## src/rtl/key_event_if.sv

```systemverilog
`default_nettype none
// ---------------------------------------------------------------------------
// key_event_if : scancode-in / key-event-out bundle for key_event_gen
// Revision 1.0
// ---------------------------------------------------------------------------
interface key_event_if #(
    parameter int NKEYS = 4
);
    logic             code_valid;
    logic [7:0]       code;
    logic             rpt_en;
    logic [NKEYS-1:0] held;
    logic [NKEYS-1:0] press;
    logic             tick;

    modport master (output code_valid, code, rpt_en, input held, press, tick);
    modport slave  (input code_valid, code, rpt_en, output held, press, tick);
endinterface
`default_nettype wire

```

## src/rtl/key_event_gen.sv

```systemverilog
`default_nettype none
// ---------------------------------------------------------------------------
// key_event_gen : PS/2 scancodes -> per-key held levels and debounced,
//                 typematic press pulses sampled on a divided tick.
// Revision 1.0
// ---------------------------------------------------------------------------
module key_event_gen #(
    parameter int                 NKEYS         = 4,
    parameter logic [NKEYS*8-1:0] KEYCODES      = {8'h1B, 8'h1D, 8'h23, 8'h1C},
    parameter int                 TICK_DIV      = 187500,
    parameter int                 REPEAT_DELAY  = 8,
    parameter int                 REPEAT_PERIOD = 3
) (
    input  logic       clk,
    input  logic       clr,
    key_event_if.slave bus
);
    localparam int RPT_MAX = (REPEAT_DELAY > REPEAT_PERIOD) ? REPEAT_DELAY : REPEAT_PERIOD;
    localparam int RW      = $clog2(RPT_MAX + 1);
    localparam int TW      = $clog2(TICK_DIV);
    localparam logic [RW-1:0] RPT_DELAY_V  = RW'(REPEAT_DELAY);
    localparam logic [RW-1:0] RPT_PERIOD_V = RW'(REPEAT_PERIOD);
    localparam logic [RW-1:0] RPT_ONE      = RW'(1);
    localparam logic [TW-1:0] TICK_LAST    = TW'(TICK_DIV - 1);

    logic [TW-1:0]    tick_cnt;
    logic             tick_i;
    logic             tick_r;
    logic             brk;
    logic             is_break;
    logic             is_ext;
    logic [NKEYS-1:0] held;
    logic [NKEYS-1:0] held_s;
    logic [NKEYS-1:0] press;
    logic [NKEYS-1:0] match;
    logic [RW-1:0]    rpt_cnt [NKEYS];

    assign tick_i   = (tick_cnt == TICK_LAST);
    assign is_break = (bus.code == 8'hF0);
    assign is_ext   = (bus.code == 8'hE0);

    always_comb begin
        match = '0;
        for (int i = 0; i < NKEYS; i++) begin
            match[i] = (bus.code == KEYCODES[8*i +: 8]);
        end
    end

    // The E0 prefix is simply swallowed: it leaves brk alone and the next byte decodes normally.
    always_ff @(posedge clk or posedge clr) begin
        if (clr) begin
            tick_cnt <= '0;
            tick_r   <= 1'b0;
            brk      <= 1'b0;
            held     <= '0;
        end else begin
            tick_cnt <= tick_i ? '0 : tick_cnt + 1'b1;
            tick_r   <= tick_i;
            if (bus.code_valid) begin
                if (is_break) begin
                    brk <= 1'b1;
                end else if (!is_ext) begin
                    for (int i = 0; i < NKEYS; i++) begin
                        if (match[i]) begin
                            held[i] <= ~brk;
                        end
                    end
                    brk <= 1'b0;
                end
            end
        end
    end

    // Sampling only on tick_i gives the debounce; rpt_cnt reloads at 1 so it never reaches 0.
    always_ff @(posedge clk or posedge clr) begin
        if (clr) begin
            press  <= '0;
            held_s <= '0;
            for (int i = 0; i < NKEYS; i++) begin
                rpt_cnt[i] <= RPT_DELAY_V;
            end
        end else begin
            press <= '0;
            if (tick_i) begin
                held_s <= held;
                for (int i = 0; i < NKEYS; i++) begin
                    if (held[i] && !held_s[i]) begin
                        press[i]   <= 1'b1;
                        rpt_cnt[i] <= RPT_DELAY_V;
                    end else if (held[i] && bus.rpt_en) begin
                        if (rpt_cnt[i] == RPT_ONE) begin
                            press[i]   <= 1'b1;
                            rpt_cnt[i] <= RPT_PERIOD_V;
                        end else begin
                            rpt_cnt[i] <= rpt_cnt[i] - 1'b1;
                        end
                    end else begin
                        rpt_cnt[i] <= RPT_DELAY_V;
                    end
                end
            end
        end
    end

    assign bus.held  = held;
    assign bus.press = press;
    assign bus.tick  = tick_r;
endmodule
`default_nettype wire

```

## src/flat_wrapper.sv

```systemverilog
// flat-port wrapper written by rule: the top's interface ports become plain ports
module key_event_gen_flat 
#(
    parameter int                 NKEYS         = 4,
    parameter logic [NKEYS*8-1:0] KEYCODES      = {8'h1B, 8'h1D, 8'h23, 8'h1C},
    parameter int                 TICK_DIV      = 187500,
    parameter int                 REPEAT_DELAY  = 8,
    parameter int                 REPEAT_PERIOD = 3
)
  (clk, clr, bus_code_valid, bus_code, bus_rpt_en, bus_held, bus_press, bus_tick);
  key_event_if #(.NKEYS(NKEYS)) bus_i ();
  input  logic clk;
  input  logic clr;
  input wire logic [$bits(bus_i.code_valid)-1:0] bus_code_valid;
  input wire logic [$bits(bus_i.code)-1:0] bus_code;
  input wire logic [$bits(bus_i.rpt_en)-1:0] bus_rpt_en;
  output wire logic [$bits(bus_i.held)-1:0] bus_held;
  output wire logic [$bits(bus_i.press)-1:0] bus_press;
  output wire logic [$bits(bus_i.tick)-1:0] bus_tick;
  assign bus_i.code_valid = bus_code_valid;
  assign bus_i.code = bus_code;
  assign bus_i.rpt_en = bus_rpt_en;
  assign bus_held = bus_i.held;
  assign bus_press = bus_i.press;
  assign bus_tick = bus_i.tick;
  key_event_gen #(.NKEYS(NKEYS), .KEYCODES(KEYCODES), .TICK_DIV(TICK_DIV), .REPEAT_DELAY(REPEAT_DELAY), .REPEAT_PERIOD(REPEAT_PERIOD)) u_core (.clk(clk), .clr(clr), .bus(bus_i));
endmodule
```

## config.mk

```make
export PLATFORM = sky130hd
export DESIGN_NAME = key_event_gen_flat
export DESIGN_NICKNAME = d
export VERILOG_FILES = /design/src/rtl/key_event_if.sv /design/src/rtl/key_event_gen.sv /design/src/flat_wrapper.sv
export SDC_FILE = /design/constraint.sdc
export NUM_CORES = 1
export LEC_CHECK = 0
export CAP_MARGIN = 25
export CORE_MARGIN = 1.5
export CORE_UTILIZATION = 43
export DETAILED_ROUTE_END_ITERATION = 7
export PLACE_DENSITY = 0.62
export SETUP_SLACK_MARGIN = 0.1
export SLEW_MARGIN = 10
export SYNTH_ARGS = -nofsm -noshare
export SYNTH_HDL_FRONTEND = slang
export SYNTH_SLANG_ARGS = --single-unit
```

## constraint.sdc

```tcl
create_clock -name clk -period 2.1 [get_ports clk]
set_input_delay 0.315 -clock clk [delete_from_list [all_inputs] [get_ports clk]]
set_output_delay 0.315 -clock clk [all_outputs]
set_load 0.05 [all_outputs]
```

Yosys cells after proc, flatten, opt, wreduce, memory -nomap -nowiden
Cells that the tools add are included.
Storage, ports and cells
  logic and storage cells: 78
  bits in registers: 48
Cells by class
  equal/unequal tests: 12
  reductions and logical operators: 17
  bitwise gates (word level): 3
  mux-type cells: 28
  add/sub/neg operators: 5
Operators by type and width (number)
  4-bit two-way mux: 13
  8-bit by 5-bit equality test with 1-bit output, second input constant: 3
  18-bit by 1-bit adder with 18-bit output, second input constant: 1
  18-bit equality test, second input constant: 1
  18-bit two-way mux: 1
  4-bit by 1-bit equality test with 1-bit output, second input constant: 4
  8-bit equality test, second input constant: 2
  4-bit AND reduction: 4
  4-bit by 1-bit subtractor with 4-bit output, second input constant: 4
  1-bit two-way mux: 14
  8-bit by 6-bit equality test with 1-bit output, second input constant: 1
  1-bit logical AND: 8
  1-bit zero test: 4
  1-bit NOT: 3
  2-bit by 1-bit inequality test with 1-bit output, second input constant: 1
  2-bit AND reduction: 1

Longest topological paths before layout
  word-level depth: 5
  depth in mapped cells: 8
  depth with buffers taken out: 6

Worst setup path after synthesis
OpenSTA, ideal clock, no wires.
  path kind: register -> register
  start: reg u_core.tick_cnt[0]
  end: reg u_core.press[2] (netlist: u_core.bus.press[2])
  period minus slack after synthesis: 1.719 ns
  data arrival time: 1.599 ns
  stages on the path, launching flop included: 9
  data required time: 1.980 ns
  path slack: 0.381 ns
  cells stage by stage: dfrtp_1 ha_1 and4bb_1 and4_1 buf_4 nand2_2 inv_4 buf_6 and3_1
Between the ends
  longest elaborated chain between the ends: 2
Ends and longest elaborated chain
  start, declared: RTL line key_event_gen.sv:26  | logic [TW-1:0] tick_cnt;
  start signal, assigned: RTL line key_event_gen.sv:57  | tick_cnt <= tick_i ? '0 : tick_cnt + 1'b1;
  18-bit equality test: RTL line key_event_gen.sv:38  | assign tick_i = (tick_cnt == TICK_LAST);
  4-bit two-way mux: RTL line key_event_gen.sv:84  | if (tick_i) begin
  end signal, assigned: RTL line key_event_gen.sv:83  | press <= '0;
  end signal, assigned by index: RTL line key_event_gen.sv:88  | press[i] <= 1'b1;
  end signal, assigned by index: RTL line key_event_gen.sv:92  | press[i] <= 1'b1;
  end, declared: RTL line key_event_gen.sv:34  | logic [NKEYS-1:0] press;
No other way between the ends.
A chain may end at the register's enable or synchronous reset.

Final worst setup path
  start: reg u_core.held[1] (netlist: u_core.bus.held[1])
  end: out bus_held[1]
RTL lines
  start, declared: RTL line key_event_gen.sv:32  | logic [NKEYS-1:0] held;
  start signal, assigned by index: RTL line key_event_gen.sv:65  | held[i] <= ~brk;
  end, declared: RTL line flat_wrapper.sv:17  | output wire logic [$bits(bus_i.held)-1:0] bus_held;
No word-level cell between the ends.

==> results.md <==
Clock network:
- The post-cts sizing count is 0.
- The buffer depth of the longest clock path is 2.
- The total number of H-tree levels is 2.
- The clock latency reported for the late side of the worst-skew pair is 0.29 ns.
- The cts-stage hold buffer count is 0.
- The clock tree from TritonCTS is done.
- The clock-pin transition on the worst setup and hold timing paths is 0.09 ns.
- The root buffer cell chosen for the clock tree is clkbuf_8.
- In this run the post-CTS setup repair buffer count came out at 0.
- The number of clock buffers added by TritonCTS is 5.
- Clock tree synthesis found a total of 48 sinks.

Run:
- Across the run, the number of max-cap violations was 0.

Placement:
- The count of input and output buffers is 20.
- At the end of routability-driven placement, the weighted congestion stood at about 0.85.
- The sum of net half-perimeters after detailed placement is approximately 3600 microns.

Setup path:
- Of all nets on the critical path, the largest fanout is 5.
- Traced cell by cell, the critical path runs through clkdlybuf4s50_1.
- The critical path startpoint category is a flop.
- STA puts the critical path data arrival time at approximately 1.5 ns.
- The type of the setup path with the least slack is flop to output pin.
- The cell with the biggest individual delay on the critical path is clkdlybuf4s50_1.
- The startpoint identified for the worst register-to-register timing path is u_core.tick_cnt[0].
- The launch point of the critical path is u_core.bus.held[1].
- The critical path endpoint category is an output pin.
- Grouping stages by cell kind, the critical path spends the most delay in buffers and inverters.
- For the worst setup path, the data required time is 1.78 ns.
- The number of buffer and inverter stages on the critical path is 1.
- The delay contributed by the slowest stage of the critical path is about 0.83 ns.

Detailed routing:
- The post-detailed-route wirelength per cell is 14.1 microns.
- For this run, design rule violations remaining after detail routing come to 0.
- The final layout contains routed wiring with a total length of 4930 microns.
- The detailed router finished its first iteration with 74 violations.
- The number of detailed-route iterations in the first pass is 4.
- The remaining number of nets flagged by the antenna check after routing is 0.
- The via count normalized by instance count is 5.40.
- For this block, the via count after detailed routing is ~1900.

GRT:
- The total overflow reported by the global router is 0.
- The first global-routing pass estimated 8810 microns of wire.
- The number of global-route vias before repair was 1934.
- Entering global routing, the biggest net connects 28 pins.
- Global routing used between 10% and 20% of the available tracks across all layers.
- The initial antenna violation count is 0.

Floorplan:
- The die boundary width is 79.0 microns.
- In this run the count of I/O pins placed on the die edge is 21.
- Once the floorplan was initialized, standard cells occupied 44.9% of the core.
- The floorplan has 27 rows.
- The floorplan step set the die height to 79.0 microns.
- The die area is 6240 sq um.
- The core region is approximately 5500 sq um.

STA:
- The worst hold slack across all endpoints is approximately 0.34 ns.
- The hold violation count in the final report came to 0.
- Setup repair after global routing left no endpoint under its margin.
- The setup TNS after final layout is 0 ns.
- Of the available clock period, the critical path in the final layout requires 88.3%.
- The relative max-transition margin is 65.6%.
- For the pin with the worst max-slew slack, the measured transition is 0.515 ns.
- The max-slew violation count is 0.
- The achievable frequency is 540 MHz.
- Setup violations remaining at the end of the flow were counted as 0.
- The worst-case clock skew is 0.00542 ns.
- The time the worst path needs with I/O delays and setup is 1.85 ns.

Status:
- The run finished with clean final reports.

Synthesis:
- In this run, synthesis produced a sequential element count of 48.
- The Yosys step of the flow raised 0 warnings.
- Counting every net in the synthesized netlist gives 271.
- The sequential cell area fraction in the yosys report is between 40% and 50%.
- The number of library cell types mapped by synthesis is 42.
- The average cell area after synthesis is 9.94 sq um.
- Of all flip-flops after synthesis, the portion carrying an async set or reset was 100%.
- The number of enable-type register cells in the synthesized netlist is 0.
- The synthesized instance count is 250.
- The cell area after synthesis is 2480 sq um.
- For this run, the leading register cell type out of synthesis is dfrtp_1.

Layout:
- Leaving out fill and tap cells, the most frequent cell in the layout is dfrtp_1.
- For this run, the post-layout net count is 297.
- Compared with the post-synthesis result, the final layout area differs by 16.5%.
- The utilization after layout is 52.3%.
- The number of filler cells placed in the layout is 542.
- The top cell types in the final layout, fill and taps aside, are dfrtp_1, nand3_1, inv_1.
- The footprint of the multi-input gates is between 1000 and 1500 sq um.
- The combined flip-flop and latch cell area is 1210 sq um.
- Cells with a size suffix above 1 make up 9.75% of the layout.
- 0 antenna diodes ended up in the layout.

Power:
- The analysis attributes to net switching a power of 0.349 mW.
- Of the total power, the clock network draws 39.3%.
- The design draws 1.66 mW.
- Across the VDD grid, the largest voltage drop is 0.293 mV.
- The switching share of total power is 21.0%.
- Sequential cells burn 56.1% of the power.
- Dividing total power by cell area gives a power density of 574 nW/um^2.
- For this design the static power due to leakage is 1.31 nW.
- Internal power comes to 1.31 mW.
- In this run, the combinational gates consume ~4.6% of the power.

Worst hold path:
- The path type of the worst min-delay path is input port to async pin.
[cell type report]
type / instances / area share (%)
repair buffers: 26 / 8.90
flip-flops and latches: 48 / 41.7
clock buffers: 5 / 2.38
well taps: 72 / 3.11
multi-input cells: 170 / 39.2
clock inverters: 3 / 1.47
inverters: 25 / 3.33
[layer usage]
layer	vias up	routed length (microns)	part of all wire [%]	global-route usage [%]
met5	-	0	0	0
met4	0	34	0.69	5.26
met3	2	130	2.6	3.56
met2	24	2250	46	27.5
met1	910	2510	51	25.6
li1	947	-	-	-
[Yosys cell counts, drive strengths merged, types with 4 or more instances]
library cell  instances  area, sq um
a2111oi               4         35.0
a21oi                13         65.1
a31oi                 4         25.0
xnor2                10         87.6
and3                  9         56.3
dfrtp                44         1100
nand2                 7         28.8
and2                  5         31.3
nor4                  5         52.6
o21ai                20          100
inv                  25         96.4
or3b                  4         35.0
buf                   7         48.8
o211ai                4         30.0
a22o                  4         35.0
nor2                 14         52.6
nand3                25          125
dfstp                 4          105
xor2                  4         35.0
nor3                  6         30.0
ha                    9          113
o2bb2ai               4         35.0
[sequential cells by signal (all words and copies together), names as in the netlist]
register          count
u_core.bus.press      4
u_core.bus.tick       1
u_core.brk            1
u_core.tick_cnt      18
u_core.bus.held       4
u_core.held_s         4
u_core.rpt_cnt       16
[final timing paths]
path                                       to  slack (ns)  depth (start not counted)
hold / removal             u_core.tick_cnt[2]        0.34                          2
max in group asynchronous  u_core.rpt_cnt[11]        1.23                          3
setup / recovery                  bus_held[1]        0.25                          1
min in group clk            u_core.rpt_cnt[7]        0.49                          1
setup reg to reg            u_core.rpt_cnt[6]        0.29                          6
hold reg to reg             u_core.rpt_cnt[7]        0.49                          1
[power groups by stage]
stage / combinational, mW / sequential [mW] / clock, mW
floorplan: 0.0228 / 0.960 / 0
global placement: 0.0786 / 0.952 / 0
detailed placement: 0.0790 / 0.952 / 0
CTS: 0.0794 / 0.934 / 0.682
global route: 0.0854 / 0.935 / 0.722
finish: 0.0765 / 0.934 / 0.653
[kinds of logic after synthesis]
kind of cell    Yosys count  synth area share, %
compound gates           55                 13.7
buf+inv                  32                 5.84
fa+ha+maj                 9                 4.53
mux                       3                 1.21
flops                    48                 48.5
xor+xnor                 14                 4.93
simple gates             89                 21.2
[per-stage QoR]
step | area, sq um | instances | worst slack (ns)
floorplan | 2480 | 250 | 0.381
global placement | 2780 | 341 | 0.328
detailed placement | 2780 | 341 | 0.234
CTS | 2900 | 349 | 0.225
global route | 2900 | 349 | 0.170
finish | 2900 | 349 | 0.247
No activity file was read; power rests on OpenSTA's default activity.
